[src/rtl/spi_fsm.sv]
// Sequencing FSM for the SPI slave: counts address/data bits from conditioned
// sclk edge pulses and steers the address latch, data memory and MISO strobes.
module spi_fsm #(
    parameter int ADDR_BITS = 7,
    parameter int DATA_BITS = 8
) (
    input  logic clk,
    input  logic reset,
    input  logic cs,
    input  logic sclk_pos,
    input  logic sclk_neg,
    input  logic rw_bit,
    output logic addr_we,
    output logic dm_we,
    output logic sr_we,
    output logic miso_buff,
    output logic xfer_done
);

    localparam int ADDR_LEN = ADDR_BITS + 1;
    localparam int MAX_LEN  = (ADDR_LEN > DATA_BITS) ? ADDR_LEN : DATA_BITS;
    localparam int CNT_W    = $clog2(MAX_LEN + 1);

    // The pulse arriving while the count equals LEN-1 is the one that completes the phase.
    localparam logic [CNT_W-1:0] ADDR_LAST = CNT_W'(ADDR_LEN - 1);
    localparam logic [CNT_W-1:0] DATA_LAST = CNT_W'(DATA_BITS - 1);

    typedef enum logic [2:0] {
        IDLE,
        GET_ADDR,
        GOT_ADDR,
        READ_LOAD,
        READ_SEND,
        WRITE_GET,
        WRITE_STORE,
        DONE
    } state_t;

    state_t            state_q, state_d;
    logic [CNT_W-1:0]  bitcnt_q, bitcnt_d;

    always_comb begin
        state_d  = state_q;
        bitcnt_d = bitcnt_q;
        case (state_q)
            IDLE: begin
                if (!cs) state_d = GET_ADDR;
            end
            GET_ADDR: begin
                if (sclk_pos) begin
                    if (bitcnt_q == ADDR_LAST) state_d = GOT_ADDR;
                    else bitcnt_d = bitcnt_q + CNT_W'(1);
                end
            end
            GOT_ADDR: begin
                state_d = rw_bit ? READ_LOAD : WRITE_GET;
            end
            READ_LOAD: begin
                state_d = READ_SEND;
            end
            READ_SEND: begin
                if (sclk_neg) begin
                    if (bitcnt_q == DATA_LAST) state_d = DONE;
                    else bitcnt_d = bitcnt_q + CNT_W'(1);
                end
            end
            WRITE_GET: begin
                if (sclk_pos) begin
                    if (bitcnt_q == DATA_LAST) state_d = WRITE_STORE;
                    else bitcnt_d = bitcnt_q + CNT_W'(1);
                end
            end
            WRITE_STORE: begin
                state_d = DONE;
            end
            DONE: begin
                state_d = DONE;
            end
            default: begin
                state_d = IDLE;
            end
        endcase

        // Deasserted chip select aborts any frame and is also the normal exit from DONE.
        if (cs && (state_q != IDLE)) state_d = IDLE;
        if (state_d != state_q) bitcnt_d = '0;
    end

    // Strobes are registered from the next state so they line up with the state register.
    always_ff @(posedge clk) begin
        if (reset) begin
            state_q   <= IDLE;
            bitcnt_q  <= '0;
            addr_we   <= 1'b0;
            dm_we     <= 1'b0;
            sr_we     <= 1'b0;
            miso_buff <= 1'b0;
            xfer_done <= 1'b0;
        end else begin
            state_q   <= state_d;
            bitcnt_q  <= bitcnt_d;
            addr_we   <= (state_d == GOT_ADDR);
            dm_we     <= (state_d == WRITE_STORE);
            sr_we     <= (state_d == READ_LOAD);
            miso_buff <= (state_d == READ_SEND);
            xfer_done <= (state_d == DONE) && (state_q != DONE);
        end
    end

endmodule

[config.mk]
export PLATFORM = sky130hd
export DESIGN_NAME = spi_fsm
export DESIGN_NICKNAME = d
export VERILOG_FILES = /design/src/rtl/spi_fsm.sv
export SDC_FILE = /design/constraint.sdc
export NUM_CORES = 1
export LEC_CHECK = 0
export BUFFER_PORTS_ARGS = -buffer_cell sky130_fd_sc_hd__buf_2
export CAP_MARGIN = 10
export CELL_PAD_IN_SITES_DETAIL_PLACEMENT = 0
export CELL_PAD_IN_SITES_GLOBAL_PLACEMENT = 1
export CORE_MARGIN = 2
export CORE_UTILIZATION = 28
export DETAILED_ROUTE_END_ITERATION = 10
export MAX_ROUTING_LAYER = met4
export PLACE_DENSITY_LB_ADDON = 0.1
export SYNTH_ARGS = -nofsm -noshare
export SYNTH_HDL_FRONTEND = slang
export SYNTH_SLANG_ARGS = --single-unit
[constraint.sdc]
create_clock -name clk -period 1.8 [get_ports clk]
set_input_delay 0.18 -clock clk [delete_from_list [all_inputs] [get_ports clk]]
set_output_delay 0.18 -clock clk [all_outputs]
set_load 0.03 [all_outputs]
Yosys cells after proc, flatten, opt, wreduce, memory -nomap -nowiden
Cells that the tools add are included.

word-level totals
  register bits = 12
  bits in latches = 0
  bits in writable memories = 0
  ROM bits = 0
  input port bits = 6
  output and inout port bits = 5
  logic and storage cells = 48
  memories kept = 0

operators by class
  add/sub/neg operators = 1
  $mul = 0
  divide/modulo/power cells = 0
  $lt $le $gt $ge = 0
  eq/ne operators = 17
  shift operators = 0
  multiplexer cells = 14
  bitwise logic cells = 0
  reduce and logical (&&, ||, !) cells = 9

operators with widths
  kind                                                   count
  two-way mux 3 bit                                      9
  equality test 3 bit, second input constant             7
  case mux 3 bit (7 select lines)                        1
  equality test 3 x 2 -> 1 bit, second input constant    4
  two-way mux 4 bit                                      3
  case mux 4 bit (2 select lines)                        1
  OR reduction 2 bit                                     3
  adder 4 x 1 -> 4 bit, second input constant            1
  equality test 4 x 3 -> 1 bit, second input constant    1
  equality test 3 x 1 -> 1 bit, second input constant    1
  zero test 3 bit                                        1
  inequality test 3 bit                                  1
  inequality test 3 bit, second input constant           1
  AND reduction 3 bit                                    1
  nonzero test 3 bit                                     1
  logical AND 1 bit                                      2
  inequality test 2 x 1 -> 1 bit, second input constant  1
  inequality test 2 bit, second input constant           1
  nonzero test 2 bit                                     1

Longest topological paths before layout
Gate-level depths: netlist of run 1.

  depth after elaboration = 7
  mapped depth = 6
  depth with buffers taken out = 6

Worst setup path after synthesis of run 1
OpenSTA, ideal clock, no wires.

  path kind = flip-flop to flip-flop
  start point = register bitcnt_q[0]
  end point = register bitcnt_q[3]
  setup time = 0.078 ns
  arrival = 1.446 ns
  data required time = 1.722 ns
  slack = 0.276 ns
  cell stages (with the launch flop) = 7
  path buffers = 0
  period minus slack after synthesis = 1.524 ns
  cells stage by stage = dfxtp_1 ha_1 and3b_1 a211oi_2 nand4_1 xor2_1 nor3_1

on the way
  word-level cells in the longest chain between the ends = 7
  elaborated cells on any way between the ends = 16
  those cells by class = add/sub (1); eq/ne (2); mux (12); reduce/logical (1)

RTL lines
  element                                      RTL line    source
  from (decl)                                  40          logic [CNT_W-1:0] bitcnt_q, bitcnt_d;
  from (signal assigned)                       101         bitcnt_q <= bitcnt_d;
  equality test 4 x 3 -> 1 bit                 51, 63, 69
  two-way mux 3 bit, on equally long branches  69, 51, 63
  two-way mux 3 bit, on equally long branches  68, 50, 62
  case mux 3 bit (7 select lines)              45          case (state_q)
  two-way mux 3 bit                            85          if (cs && (state_q != IDLE)) state_d = IDLE;
  inequality test 3 bit                        86          if (state_d != state_q) bitcnt_d = '0;
  OR reduction 2 bit (no line)                 --

Parallel ways exist; a longest one is shown, timed or not. The select of a mux whose other input is x is not followed.
A chain may end at the register's enable or synchronous reset.

Worst setup path after layout of run 1
  start point = register bitcnt_q[0]
  end point = register sr_we

on the way
  word-level cells in the longest chain between the ends = 6
  elaborated cells on any way between the ends = 10
  those cells by class = eq/ne (2); mux (8)

RTL lines
  element                                      RTL line    source
  equality test 4 x 3 -> 1 bit *               51, 63, 69
  two-way mux 3 bit, on equally long branches  69, 51, 63
  two-way mux 3 bit, on equally long branches  68, 50, 62
  case mux 3 bit (7 select lines) *            45
  two-way mux 3 bit *                          85
  equality test 3 x 2 -> 1 bit *               104         sr_we <= (state_d == READ_LOAD);
  to (signal assigned)                         104
  to (decl)                                    15          output logic sr_we,

Every way passes the cells marked *; elsewhere a longest branch is shown, timed or not.

==> impl_metrics.prom, run 1 <==
# TYPE chip_impl_metric gauge
chip_impl_metric{name="grt_pass1_vias",unit=""} 413
chip_impl_metric{name="crit_path_max_fanout",unit=""} 6
chip_impl_metric{name="min_period",unit="ns"} 1.61
chip_impl_metric{name="dr.pass1.iters",unit=""} 2
chip_impl_info{name="crit_path_cell_trace",value="ha_1, and3b_1, a22oi_1, or2_1, nor4_2"} 1
chip_impl_metric{name="relSlewSlack",unit="%"} 75.3
chip_impl_metric{name="hold_violations",unit=""} 0
chip_impl_metric{name="layout-drive-gt1-share",unit="%"} 38.9
chip_impl_metric{name="power.net_switching",unit="mW"} 0.124
chip_impl_metric{name="post-dp-hpwl",unit="microns"} 890
chip_impl_metric{name="yosysUniqueCellTypes",unit=""} 30
chip_impl_metric{name="grt_max_degree",unit=""} 9
chip_impl_metric{name="grt_usage",unit="%"} 10.4
chip_impl_metric{name="die_area",unit="sq um"} 2560
chip_impl_metric{name="synth-seq-area-share",unit="%"} 39.6
chip_impl_metric{name="setup_total_negative_slack",unit="ns"} 0
chip_impl_metric{name="achievable-frequency",unit="MHz"} 621
chip_impl_metric{name="yosysWarningCount",unit=""} 0
chip_impl_metric{name="post_synth_mux_area_share",unit="%"} 1.65
chip_impl_metric{name="synth.ff_latch_count",unit=""} 12
chip_impl_metric{name="n_fill_cell",unit=""} 224
chip_impl_metric{name="synth_compound_gate_area_share",unit="%"} 15.5
chip_impl_metric{name="avgViaCountPerCell",unit=""} 4.65
chip_impl_info{name="grt_setup_unrepaired",value="false"} 1
chip_impl_metric{name="xor_xnor_share_of_the_synthesized_area",unit="%"} 5.57
chip_impl_info{name="cts_tree",value="done"} 1
chip_impl_info{name="grt_busiest_layer",value="met1"} 1
chip_impl_metric{name="yosys.area_share.simple",unit="%"} 33.0
chip_impl_metric{name="power_per_cell_area",unit="nW/um^2"} 743
chip_impl_metric{name="regToRegSetupSlack",unit="ns"} 0.19
chip_impl_metric{name="timing.critical_path.arrival",unit="ns"} 1.80
chip_impl_info{name="holdPathEnd",value="state_q[0]"} 1
chip_impl_metric{name="combinationalPowerShare",unit="%"} 11.2
chip_impl_metric{name="area_growth_from_synthesis_to_final_layout",unit="%"} 21.0
chip_impl_metric{name="cts_hold_repair.buffers",unit=""} 0
chip_impl_metric{name="power_leakage",unit="nW"} 0.287
chip_impl_metric{name="floorplan.initialDensity",unit="%"} 30.3
chip_impl_metric{name="ir_drop",unit="mV"} 0.554
chip_impl_metric{name="gp_routability_congestion",unit=""} 0.685
chip_impl_metric{name="io_pins",unit=""} 11
chip_impl_metric{name="stdcell_count",unit=""} 99
chip_impl_metric{name="globalRouteOverflowTotal",unit=""} 0
chip_impl_metric{name="ctsLongestPathBuffers",unit=""} 2
chip_impl_metric{name="clock_sink_count",unit=""} 12
chip_impl_metric{name="total_power",unit="mW"} 0.546
chip_impl_metric{name="core-area",unit="sq um"} 2000
chip_impl_metric{name="hold_path_depth",unit=""} 2
chip_impl_metric{name="maxCapViolCount",unit=""} 0
chip_impl_metric{name="antenna_left",unit=""} 0
chip_impl_info{name="ctsRootBufferMaster",value="sky130_fd_sc_hd__clkbuf_4"} 1
chip_impl_metric{name="power.clock.fraction",unit="%"} 38.7
chip_impl_metric{name="cts_buffers",unit=""} 3
chip_impl_metric{name="clkLatencyLatePin",unit="ns"} 0.27
chip_impl_metric{name="first_pass_grt_wire_length",unit="mm"} 1.88
chip_impl_metric{name="cpPeakStageDelay",unit="ns"} 0.37
chip_impl_metric{name="gr-usage-met3",unit="%"} 4.17
chip_impl_metric{name="power.share.sequential",unit="%"} 50.1
chip_impl_metric{name="min_period_over_period",unit="%"} 89.5
chip_impl_metric{name="synthAdderAreaFrac",unit="%"} 2.06
chip_impl_info{name="status",value="complete, no violations"} 1
chip_impl_metric{name="final-setup-viol-count",unit=""} 0
chip_impl_info{name="synth_top_family_by_area",value="simple AND/OR/NAND/NOR gates"} 1
chip_impl_metric{name="initial_antenna_violation_count",unit=""} 0
chip_impl_metric{name="worst_setup_hold_path_clk_slew",unit="ns"} 0.08
chip_impl_metric{name="reg2regPathDepth",unit=""} 5
chip_impl_metric{name="grt_util_met1",unit="%"} 14.0
chip_impl_metric{name="drt_iter0_markers",unit=""} 1
chip_impl_metric{name="place.port_buffers",unit=""} 10
chip_impl_info{name="crit_type",value="reg -> reg"} 1
chip_impl_metric{name="cell_internal_pwr",unit="mW"} 0.421
chip_impl_metric{name="syn-instance-count",unit=""} 58
chip_impl_metric{name="die_h",unit="microns"} 50.6
chip_impl_metric{name="via_count",unit=""} 460
chip_impl_metric{name="nets",unit=""} 80
chip_impl_metric{name="worst_slew_pin_slew",unit="ns"} 0.370
chip_impl_metric{name="diodes",unit=""} 0
chip_impl_info{name="crit-reg2reg-capture",value="sr_we"} 1
chip_impl_metric{name="fin_skew",unit="ns"} 0.00478
chip_impl_info{name="timing.critical_path.from_type",value="flip-flop"} 1
chip_impl_metric{name="placed_cells_incl_taps",unit=""} 95
chip_impl_metric{name="post-cts-setup-buffers",unit=""} 0
chip_impl_metric{name="synth_nets",unit=""} 65
chip_impl_info{name="holdCritStartpoint",value="reset"} 1
chip_impl_metric{name="slew_viol_final",unit=""} 0
chip_impl_metric{name="die_w",unit="microns"} 50.6
chip_impl_metric{name="groute.layer.met2.usage",unit="%"} 12.5
chip_impl_metric{name="wire_per_inst",unit="microns"} 11.4
chip_impl_info{name="worst_r2r_startpoint",value="bitcnt_q[0]"} 1
chip_impl_metric{name="mappedNetlistArea",unit="sq um"} 607
chip_impl_info{name="critPathSlowestCell",value="sky130_fd_sc_hd__dfxtp_1"} 1
chip_impl_metric{name="p_sw_share",unit="%"} 22.8
chip_impl_metric{name="detail_route.drc_violations",unit=""} 0
chip_impl_metric{name="syn_avg_cell_area",unit="sq um"} 10.5
chip_impl_info{name="critPathCaptureType",value="flip-flop"} 1
chip_impl_metric{name="required",unit="ns"} 1.99
chip_impl_metric{name="route.final.wire_length",unit="mm"} 1.13
chip_impl_info{name="classification_of_the_worst_slack_hold_path",value="in -> reg"} 1
chip_impl_metric{name="cts.htree.levels",unit=""} 1
chip_impl_metric{name="rows",unit=""} 16
power groups by stage:
stage,clock (mW),combinational [mW],sequential [mW]
CTS,0.223,0.0612,0.273
finish,0.211,0.0614,0.273
global placement,0,0.0621,0.279
floorplan,0,0.0404,0.278
global route,0.237,0.0662,0.274
detailed placement,0,0.0607,0.279
routing by layer:
layer | routed length [microns] | up-vias
li1 | - | 237
met1 | 598 | 207
met2 | 437 | 11
met3 | 65 | 5
met4 | 31 | 0
met5 | 0 | -
critical path, delay by kind of cell, from the launching register on:
kind | cells | cell delay [ns]
simple gates | 3 | 0.82
fa+ha+maj | 1 | 0.24
compound gates | 1 | 0.09
flops | 1 | 0.37
registers in the layout, indices dropped and copies added, names as in the netlist:
register / cells
dm_we: 1
sr_we: 1
addr_we: 1
state_q: 3
miso_buff: 1
xfer_done: 1
bitcnt_q: 4
synthesized netlist by cell type:
cell type                   number  area (sq um)
sky130_fd_sc_hd__nand3b_4        1          20.0
sky130_fd_sc_hd__nand4b_1        1          8.76
sky130_fd_sc_hd__xnor2_1         1          8.76
sky130_fd_sc_hd__or2_1           1          6.26
sky130_fd_sc_hd__a22oi_1         1          7.51
sky130_fd_sc_hd__nand2_1         3          11.3
sky130_fd_sc_hd__dfxtp_1        12           240
sky130_fd_sc_hd__nand3b_1        1          7.51
sky130_fd_sc_hd__nand3_1         1          5.00
sky130_fd_sc_hd__buf_2           1          5.00
sky130_fd_sc_hd__xnor2_2         1          16.3
sky130_fd_sc_hd__a21oi_1         3          15.0
sky130_fd_sc_hd__nor3_1          6          30.0
sky130_fd_sc_hd__a211oi_2        1          12.5
sky130_fd_sc_hd__ha_1            1          12.5
sky130_fd_sc_hd__a2bb2oi_4       1          26.3
sky130_fd_sc_hd__buf_6           1          11.3
sky130_fd_sc_hd__and4_1          1          8.76
sky130_fd_sc_hd__a21oi_2         2          17.5
sky130_fd_sc_hd__and3b_1         1          8.76
sky130_fd_sc_hd__nor4b_2         1          15.0
sky130_fd_sc_hd__nor4_2          2          25.0
sky130_fd_sc_hd__nand2b_2        1          8.76
sky130_fd_sc_hd__mux2i_1         1          10.0
sky130_fd_sc_hd__nor2_1          7          26.3
sky130_fd_sc_hd__nand4_1         1          6.26
sky130_fd_sc_hd__nor2b_1         1          6.26
sky130_fd_sc_hd__xor2_1          1          8.76
sky130_fd_sc_hd__nand2b_1        1          6.26
sky130_fd_sc_hd__o2bb2ai_2       1          15.0
how the worst max path moves through the flow:
stage	from	endpoint	slack [ns]	depth (start not counted)
final	bitcnt_q[0]	sr_we	0.19	5
after global routing	bitcnt_q[0]	addr_we	0.009	5
after CTS	bitcnt_q[0]	bitcnt_q[3]	0.10	6
after detailed placement	bitcnt_q[0]	bitcnt_q[3]	0.13	6
after global placement	bitcnt_q[0]	bitcnt_q[3]	0.11	6
after floorplan	bitcnt_q[0]	bitcnt_q[3]	0.28	6
cell type report:
class	instances	area [sq um]	share of cell area, %
Clock buffer	4	36.3	4.94
Tap cell	27	33.8	4.60
Sequential cell	12	241	32.9
Multi-Input combinational cell	44	358	48.7
Timing Repair Buffer	12	65.1	8.86
per-stage QoR:
stage | worst slack, ns | instance area [sq um] | hold WS [ns] | utilization, %
after floorplan | 0.276 | 607 | 0.251 | -
after global placement | 0.114 | 689 | 0.460 | 34.4
after detailed placement | 0.127 | 689 | 0.453 | 34.4
after CTS | 0.101 | 726 | 0.159 | 36.3
after global routing | 0.00864 | 734 | 0.155 | 36.7
final | 0.189 | 734 | 0.162 | 36.7
layout by cell type (no fill, tap or decap), drive strengths merged, types with 2 or more instances in the layout:
cell type,instances
dfxtp,12
buf,12
nor2,7
nor3,6
a21oi,5
clkbuf,4
nand2,3
nor4,2
nand2b,2
nand3b,2
xnor2,2
what timing repair did:
action / CTS / global route
setup endpoints to repair: 0 / 1
gates resized for setup: 0 / 2
endpoints found under the hold margin: 0 / 0
cells by family (layout without fill, tap and decap cells):
logic type,Yosys count,in the layout
xor+xnor,3,3
fa+ha+maj,1,1
buf+inv,2,16
compound gates,9,9
flops,12,12
mux,1,1
simple gates,30,30
No activity file was read; power rests on OpenSTA's default activity.
==> inputs of run 2 (changes only) <==
--- a/config.mk
+++ b/config.mk
@@ -13,7 +13,7 @@
 export CORE_UTILIZATION = 28
 export DETAILED_ROUTE_END_ITERATION = 10
 export MAX_ROUTING_LAYER = met4
-export PLACE_DENSITY_LB_ADDON = 0.1
+export PLACE_DENSITY = 0.56
 export SYNTH_ARGS = -nofsm -noshare
 export SYNTH_HDL_FRONTEND = slang
 export SYNTH_SLANG_ARGS = --single-unit
==> run 2 against run 1 <==
First-iteration DRC count rose to 3.0 times the previous value; sequential share of layout area up 0.92 points; combinational power down 8.1%; largest power group unchanged; sequential power about the same; wire length down 2.3%.
==> impl_metrics.prom, run 2 (synthesis gave the netlist of run 1 again) <==
# TYPE chip_impl_metric gauge
chip_impl_info{name="status",value="complete, no violations"} 1
chip_impl_metric{name="min_period",unit="ns"} 1.67
chip_impl_metric{name="min_period_over_period",unit="%"} 92.5
chip_impl_metric{name="cts_buffers",unit=""} 3
chip_impl_metric{name="antenna_left",unit=""} 0
chip_impl_info{name="topRoutingLayerUsed",value="met4"} 1
chip_impl_metric{name="power_per_cell_area",unit="nW/um^2"} 766
chip_impl_info{name="ctsRootBufferMaster",value="sky130_fd_sc_hd__clkbuf_4"} 1
chip_impl_metric{name="post-dp-hpwl",unit="microns"} 823
chip_impl_info{name="classification_of_the_worst_slack_hold_path",value="in -> reg"} 1
chip_impl_metric{name="die_h",unit="microns"} 50.6
chip_impl_metric{name="core-area",unit="sq um"} 2000
chip_impl_metric{name="reg2regPathDepth",unit=""} 6
chip_impl_metric{name="layout-drive-gt1-share",unit="%"} 35.7
chip_impl_metric{name="floorplan.initialDensity",unit="%"} 30.3
chip_impl_metric{name="drt_iter0_markers",unit=""} 3
chip_impl_metric{name="final-setup-viol-count",unit=""} 0
chip_impl_metric{name="via_count",unit=""} 461
chip_impl_metric{name="cts.htree.levels",unit=""} 1
chip_impl_metric{name="io_pins",unit=""} 11
chip_impl_metric{name="place.port_buffers",unit=""} 10
chip_impl_info{name="largest-register",value="bitcnt_q"} 1
chip_impl_metric{name="route.met3.wl",unit="microns"} 33
chip_impl_metric{name="grt_usage",unit="%"} 11.1
chip_impl_metric{name="gp_routability_congestion",unit=""} 0.717
chip_impl_info{name="worst_r2r_startpoint",value="bitcnt_q[0]"} 1
chip_impl_metric{name="relSlewSlack",unit="%"} 74.1
chip_impl_info{name="reg.largest.list",value="bitcnt_q x4, state_q x3"} 1
chip_impl_metric{name="cts.repair.resized",unit=""} 0
chip_impl_metric{name="ir_drop",unit="mV"} 0.361
chip_impl_metric{name="route.final.wire_length",unit="mm"} 1.11
chip_impl_metric{name="cts_hold_repair.buffers",unit=""} 0
chip_impl_metric{name="layout.core_utilization",unit="%"} 35.5
chip_impl_metric{name="ctsLongestPathBuffers",unit=""} 2
chip_impl_metric{name="slew_viol_final",unit=""} 0
chip_impl_metric{name="total_power",unit="mW"} 0.545
chip_impl_metric{name="worst_setup_hold_path_clk_slew",unit="ns"} 0.08
chip_impl_metric{name="detail_route.drc_violations",unit=""} 0
chip_impl_metric{name="hold_violations",unit=""} 0
chip_impl_metric{name="maxCapViolCount",unit=""} 0
chip_impl_metric{name="clkLatencyLatePin",unit="ns"} 0.27
chip_impl_metric{name="initial_antenna_violation_count",unit=""} 0
chip_impl_metric{name="wire_per_inst",unit="microns"} 11.4
chip_impl_info{name="critPathCaptureType",value="flip-flop"} 1
chip_impl_metric{name="achievable-frequency",unit="MHz"} 601
chip_impl_info{name="crit_type",value="reg -> reg"} 1
chip_impl_info{name="grt_setup_unrepaired",value="false"} 1
chip_impl_metric{name="power_leakage",unit="nW"} 0.277
chip_impl_metric{name="route.layer.met1.wl",unit="microns"} 537
chip_impl_metric{name="crit_path_max_fanout",unit=""} 5
chip_impl_metric{name="clock_sink_count",unit=""} 12
chip_impl_metric{name="diodes",unit=""} 0
chip_impl_info{name="cts_tree",value="done"} 1
chip_impl_metric{name="setup_total_negative_slack",unit="ns"} 0
chip_impl_metric{name="pre_cts_slack",unit="ns"} 0.149
chip_impl_metric{name="die_area",unit="sq um"} 2560
chip_impl_metric{name="dr.pass1.iters",unit=""} 3
chip_impl_metric{name="final.hold.worst_slack",unit="ns"} 0.188
chip_impl_metric{name="grt_pass1_vias",unit=""} 452
chip_impl_metric{name="nets",unit=""} 78
chip_impl_metric{name="first_pass_grt_wire_length",unit="mm"} 2.06
chip_impl_metric{name="rows",unit=""} 16
chip_impl_metric{name="avgViaCountPerCell",unit=""} 4.75
chip_impl_metric{name="worst_slew_pin_slew",unit="ns"} 0.389
chip_impl_metric{name="timing.critical_path.arrival",unit="ns"} 1.86
chip_impl_metric{name="fin_skew",unit="ns"} 0.00509
chip_impl_info{name="timing.critical_path.from_type",value="flip-flop"} 1
chip_impl_metric{name="area_growth_from_synthesis_to_final_layout",unit="%"} 17.1
chip_impl_info{name="critical_path.endpoint",value="bitcnt_q[3]"} 1
chip_impl_metric{name="required",unit="ns"} 2.00
chip_impl_info{name="critical_path.startpoint",value="bitcnt_q[0]"} 1
chip_impl_metric{name="max_ffs_per_register",unit=""} 4
chip_impl_metric{name="regToRegSetupSlack",unit="ns"} 0.13
chip_impl_metric{name="least_setup_slack_across_all_paths_after_layout",unit="ns"} 0.135
chip_impl_metric{name="die_w",unit="microns"} 50.6
chip_impl_metric{name="post-cts-setup-buffers",unit=""} 0
chip_impl_info{name="crit-reg2reg-capture",value="bitcnt_q[3]"} 1
chip_impl_metric{name="globalRouteOverflowTotal",unit=""} 0
chip_impl_metric{name="grt_max_degree",unit=""} 9
chip_impl_info{name="mostFrequentLayoutCells",value="sky130_fd_sc_hd__dfxtp_1, sky130_fd_sc_hd__buf_2, sky130_fd_sc_hd__nor2_1"} 1
chip_impl_metric{name="dr_wl_met2",unit="microns"} 508
chip_impl_info{name="mostFrequentLayoutCell",value="sky130_fd_sc_hd__dfxtp_1"} 1
==> run 2: cell count changes in the layout (fill, tap and decap cells not counted), sizes merged <==
cell,before,now
buf,12,10
==> run 2: metrics by stage <==
step	cell area, sq um	cells
global placement	674	93
detailed placement	674	93
finish	711	97
floorplan	607	58
global route	711	97
CTS	711	97
==> run 2: worst max-delay path, cell delays in order (launching register included) <==
cell and delay [ns]:
sky130_fd_sc_hd__dfxtp_1 0.34, sky130_fd_sc_hd__ha_1 0.25, sky130_fd_sc_hd__and3b_1 0.20, sky130_fd_sc_hd__a211oi_2 0.34
sky130_fd_sc_hd__nand4_1 0.16, sky130_fd_sc_hd__xor2_1 0.16, sky130_fd_sc_hd__nor3_1 0.15
==> run 2: worst min path at each step <==
stage / startpoint / to / slack, ns / cells past startpoint
after floorplan: reset / sr_we / 0.25 / 1
after global placement: reset / state_q[0] / 0.47 / 2
after detailed placement: reset / state_q[0] / 0.48 / 2
after CTS: reset / addr_we / 0.18 / 2
after global routing: reset / state_q[1] / 0.19 / 2
final: reset / state_q[1] / 0.19 / 2
==> run 2: metal layers <==
layer / track usage [%] / vias to the layer above
met2: 15.8 / 7
met5: - / -
li1: - / 236
met3: 1.19 / 2
met4: 9.46 / 0
met1: 14.0 / 216
==> run 2: area by class of cell <==
class	count	area, sq um
multi-input cells	44	350
repair buffers	10	50.0
fillers	216	1290
clock buffers	4	36.3
well taps	27	33.8
flip-flops and latches	12	240
==> run 2: power by group <==
part	internal [mW]	switching, mW
logic	0.0268	0.0296
clock network	0.123	0.0925
registers	0.268	0.00488
total	0.418	0.127
==> inputs of run 3 (changes only) <==
--- a/config.mk
+++ b/config.mk
@@ -5,6 +5,7 @@
 export SDC_FILE = /design/constraint.sdc
 export NUM_CORES = 1
 export LEC_CHECK = 0
+export ABC_AREA = 1
 export BUFFER_PORTS_ARGS = -buffer_cell sky130_fd_sc_hd__buf_2
 export CAP_MARGIN = 10
 export CELL_PAD_IN_SITES_DETAIL_PLACEMENT = 0
@@ -13,7 +14,7 @@
 export CORE_UTILIZATION = 28
 export DETAILED_ROUTE_END_ITERATION = 10
 export MAX_ROUTING_LAYER = met4
-export PLACE_DENSITY = 0.56
+export PLACE_DENSITY = 0.59
 export SYNTH_ARGS = -nofsm -noshare
 export SYNTH_HDL_FRONTEND = slang
 export SYNTH_SLANG_ARGS = --single-unit
==> run 3 against run 2 <==
Sequential share of layout area decreased by 1.9 points; critical endpoint is now bitcnt_q[2]; highest routed layer unchanged; sequential power about the same; largest power group unchanged; die area grew 3.6%.
==> impl_metrics.prom, run 3 <==
# TYPE chip_impl_metric gauge
chip_impl_metric{name="multi_input_combinational_cell_area",unit="sq um"} 345
chip_impl_metric{name="dr.pass1.iters",unit=""} 3
chip_impl_info{name="netlist_top_cells_area",value="sky130_fd_sc_hd__dfxtp_1, sky130_fd_sc_hd__nand2_1, sky130_fd_sc_hd__inv_1, sky130_fd_sc_hd__nand2_2, sky130_fd_sc_hd__nand3_1"} 1
chip_impl_metric{name="syn-instance-count",unit=""} 86
chip_impl_metric{name="grt_max_degree",unit=""} 8
chip_impl_info{name="mostFrequentLayoutCell",value="sky130_fd_sc_hd__nand2_1"} 1
chip_impl_info{name="mostFrequentLayoutCells",value="sky130_fd_sc_hd__nand2_1, sky130_fd_sc_hd__inv_1, sky130_fd_sc_hd__dfxtp_1"} 1
chip_impl_metric{name="avgViaCountPerCell",unit=""} 4.22
chip_impl_metric{name="gp_routability_congestion",unit=""} 0.699
chip_impl_info{name="timing.critical_path.mode_cell",value="sky130_fd_sc_hd__nand2_1"} 1
chip_impl_metric{name="synthArstFlopShare",unit="%"} 0
chip_impl_metric{name="diodes",unit=""} 0
chip_impl_metric{name="timing.critical_path.arrival",unit="ns"} 1.69
chip_impl_metric{name="cts.htree.levels",unit=""} 1
chip_impl_metric{name="area_growth_from_synthesis_to_final_layout",unit="%"} 19.2
chip_impl_metric{name="post-cts-setup-buffers",unit=""} 0
chip_impl_metric{name="ir_drop",unit="mV"} 0.396
chip_impl_metric{name="layout.core_utilization",unit="%"} 34.7
chip_impl_info{name="ys_dominant_reg_cell",value="sky130_fd_sc_hd__dfxtp_1"} 1
chip_impl_metric{name="fin_skew",unit="ns"} 0.000832
chip_impl_info{name="grt_setup_unrepaired",value="false"} 1
chip_impl_info{name="holdCritStartpoint",value="reset"} 1
chip_impl_info{name="reg.largest.list",value="bitcnt_q x4, state_q x3"} 1
chip_impl_info{name="crit_path_cell_trace",value="ha_1, nand2_1, nor2_2, nand2_1, nand2_1, nand3_1, nand2_2, nand2_1, nand2_1, nor3_2"} 1
chip_impl_metric{name="synth_nets",unit=""} 93
chip_impl_info{name="holdPathEnd",value="state_q[1]"} 1
chip_impl_metric{name="mappedNetlistArea",unit="sq um"} 631
chip_impl_metric{name="die_area",unit="sq um"} 2650
chip_impl_metric{name="cts.repair.resized",unit=""} 0
chip_impl_info{name="crit_type",value="reg -> reg"} 1
chip_impl_metric{name="hold_violations",unit=""} 0
chip_impl_info{name="ctsRootBufferMaster",value="sky130_fd_sc_hd__clkbuf_4"} 1
chip_impl_metric{name="final-setup-viol-count",unit=""} 0
chip_impl_metric{name="core-area",unit="sq um"} 2170
chip_impl_metric{name="yosysUniqueCellTypes",unit=""} 18
chip_impl_metric{name="via_count",unit=""} 540
chip_impl_metric{name="register_area",unit="sq um"} 240
chip_impl_metric{name="cts_buffers",unit=""} 3
chip_impl_metric{name="power_leakage",unit="nW"} 0.350
chip_impl_metric{name="combinationalPowerShare",unit="%"} 8.4
chip_impl_metric{name="cts_hold_repair.buffers",unit=""} 0
chip_impl_info{name="largest-register",value="bitcnt_q"} 1
chip_impl_metric{name="place.port_buffers",unit=""} 10
chip_impl_metric{name="post-dp-hpwl",unit="mm"} 1.01
chip_impl_metric{name="power.share.sequential",unit="%"} 52.1
chip_impl_info{name="critPathCaptureType",value="flip-flop"} 1
chip_impl_metric{name="wire_per_inst",unit="microns"} 9.22
chip_impl_metric{name="grt_pass1_vias",unit=""} 531
chip_impl_metric{name="setup_total_negative_slack",unit="ns"} 0
chip_impl_metric{name="synth_enable_flop_cells",unit=""} 0
chip_impl_metric{name="worst_slew_pin_slew",unit="ns"} 0.265
chip_impl_metric{name="regToRegSetupSlack",unit="ns"} 0.26
chip_impl_metric{name="hold_path_depth",unit=""} 2
chip_impl_metric{name="maxCapViolCount",unit=""} 0
chip_impl_metric{name="synthDominantCellAreaShare",unit="%"} 38.1
chip_impl_metric{name="rows",unit=""} 17
chip_impl_metric{name="drt_iter0_markers",unit=""} 5
chip_impl_metric{name="slew_viol_final",unit=""} 0
chip_impl_info{name="cts_tree",value="done"} 1
chip_impl_metric{name="cell_internal_pwr",unit="mW"} 0.405
chip_impl_metric{name="ctsLongestPathBuffers",unit=""} 2
chip_impl_metric{name="grt_usage",unit="%"} 11.1
chip_impl_info{name="cell_type_with_the_highest_aggregate_area_in_the_netlist",value="sky130_fd_sc_hd__dfxtp_1"} 1
chip_impl_metric{name="relSlewSlack",unit="%"} 82.3
chip_impl_metric{name="min_period",unit="ns"} 1.54
chip_impl_metric{name="min_period_over_period",unit="%"} 85.4
chip_impl_metric{name="layout-drive-gt1-share",unit="%"} 30.0
chip_impl_metric{name="required",unit="ns"} 1.95
chip_impl_metric{name="cpPeakStageDelay",unit="ns"} 0.37
chip_impl_info{name="crit-reg2reg-capture",value="bitcnt_q[2]"} 1
chip_impl_metric{name="power.clock.fraction",unit="%"} 39.5
chip_impl_metric{name="worst_setup_hold_path_clk_slew",unit="ns"} 0.07
chip_impl_metric{name="antenna_left",unit=""} 0
chip_impl_info{name="status",value="complete, no violations"} 1
chip_impl_metric{name="n_fill_cell",unit=""} 246
chip_impl_info{name="yosysMostFrequentCell",value="sky130_fd_sc_hd__nand2_1"} 1
chip_impl_info{name="most_frequent_cells_after_synthesis",value="sky130_fd_sc_hd__nand2_1, sky130_fd_sc_hd__dfxtp_1, sky130_fd_sc_hd__inv_1"} 1
chip_impl_metric{name="route.final.wire_length",unit="mm"} 1.18
chip_impl_metric{name="yosysWarningCount",unit=""} 0
chip_impl_info{name="timing.critical_path.from_type",value="flip-flop"} 1
chip_impl_metric{name="floorplan.initialDensity",unit="%"} 29.1
chip_impl_metric{name="clock_sink_count",unit=""} 12
chip_impl_metric{name="globalRouteOverflowTotal",unit=""} 0
chip_impl_metric{name="reg2regPathDepth",unit=""} 10
chip_impl_metric{name="first_pass_grt_wire_length",unit="mm"} 2.15
chip_impl_metric{name="max_ffs_per_register",unit=""} 4
chip_impl_metric{name="nets",unit=""} 108
chip_impl_metric{name="die_h",unit="microns"} 51.5
chip_impl_metric{name="achievable-frequency",unit="MHz"} 651
chip_impl_metric{name="syn_avg_cell_area",unit="sq um"} 7.33
chip_impl_metric{name="power.net_switching",unit="mW"} 0.113
chip_impl_info{name="critPathSlowestCell",value="sky130_fd_sc_hd__dfxtp_1"} 1
chip_impl_metric{name="detail_route.drc_violations",unit=""} 0
chip_impl_metric{name="die_w",unit="microns"} 51.5
chip_impl_metric{name="synth-seq-area-share",unit="%"} 38.1
chip_impl_metric{name="crit_path_max_fanout",unit=""} 6
chip_impl_metric{name="synth.ff_latch_count",unit=""} 12
chip_impl_info{name="classification_of_the_worst_slack_hold_path",value="in -> reg"} 1
chip_impl_metric{name="power_per_cell_area",unit="nW/um^2"} 690
chip_impl_metric{name="io_pins",unit=""} 11
chip_impl_metric{name="p_sw_share",unit="%"} 21.9
chip_impl_metric{name="initial_antenna_violation_count",unit=""} 0
chip_impl_metric{name="clkLatencyLatePin",unit="ns"} 0.26
chip_impl_info{name="worst_r2r_startpoint",value="bitcnt_q[0]"} 1
run 3: cell count changes after synthesis, sizes merged, moves of 2 or more:
cell,before,now
nand2,3,30
buf,2,0
nand3b,2,0
nand3,1,8
a21oi,5,0
inv,0,12
nand2b,2,0
nor2,7,9
nor4,2,0
run 3: kinds of logic (layout without fill, tap and decap cells):
logic type / after synthesis / after routing / synth area share (%)
xor+xnor: 1 / 1 / 1.39
fa+ha+maj: 1 / 1 / 1.98
flops: 12 / 12 / 38.1
buf+inv: 12 / 26 / 7.14
simple gates: 55 / 55 / 45.6
compound gates: 5 / 5 / 5.76
run 3: power by group through the flow:
stage | registers [mW] | logic, mW | clock network, mW
2_1_floorplan | 0.276 | 0.0312 | 0
3_3_place_gp | 0.277 | 0.0435 | 0
3_5_place_dp | 0.276 | 0.0443 | 0
4_1_cts | 0.270 | 0.0445 | 0.214
5_1_grt | 0.271 | 0.0499 | 0.235
6_report | 0.270 | 0.0435 | 0.205
run 3: worst max-delay path: cells and delay by family (launching register included):
family        cells  cell delay (ns)
flops             1             0.37
simple gates      9             0.88
fa+ha+maj         1             0.18
run 3: cell type report:
cell class              count  area share [%]
multi-input cells          62            45.9
repair buffers             10            6.66
clock buffers               4            4.83
well taps                  28            4.66
flip-flops and latches     12            31.9
inverters                  12            5.99
run 3: routing by layer:
metal	track usage [%]	up-vias	wire (microns)	part of all wire (%)
li1	-	304	-	-
met1	13.6	230	588	50
met2	17.7	4	562	48
met3	4.39	2	23	1.9
met4	1.32	0	6	0.51
met5	-	-	0	0
run 3: how the worst max path moves through the flow:
stage | start | endpoint | slack, ns | cells past startpoint
floorplan | bitcnt_q[0] | bitcnt_q[2] | 0.42 | 10
global placement | bitcnt_q[0] | bitcnt_q[1] | 0.28 | 10
detailed placement | bitcnt_q[0] | bitcnt_q[2] | 0.26 | 10
CTS | bitcnt_q[0] | bitcnt_q[2] | 0.24 | 10
global route | bitcnt_q[0] | bitcnt_q[3] | 0.10 | 10
finish | bitcnt_q[0] | bitcnt_q[2] | 0.26 | 10
run 3: through the flow:
| step | worst slack, ns | hold slack (ns) | cells | cell area (sq um) | total power, mW |
|---|---|---|---|---|---|
| detailed placement | 0.255 | 0.411 | 124 | 716 | 0.321 |
| finish | 0.263 | 0.130 | 128 | 752 | 0.519 |
| floorplan | 0.415 | 0.252 | 86 | 631 | 0.307 |
| global placement | 0.279 | 0.403 | 124 | 716 | 0.320 |
| global route | 0.101 | 0.111 | 128 | 752 | 0.555 |
| CTS | 0.245 | 0.120 | 128 | 752 | 0.529 |
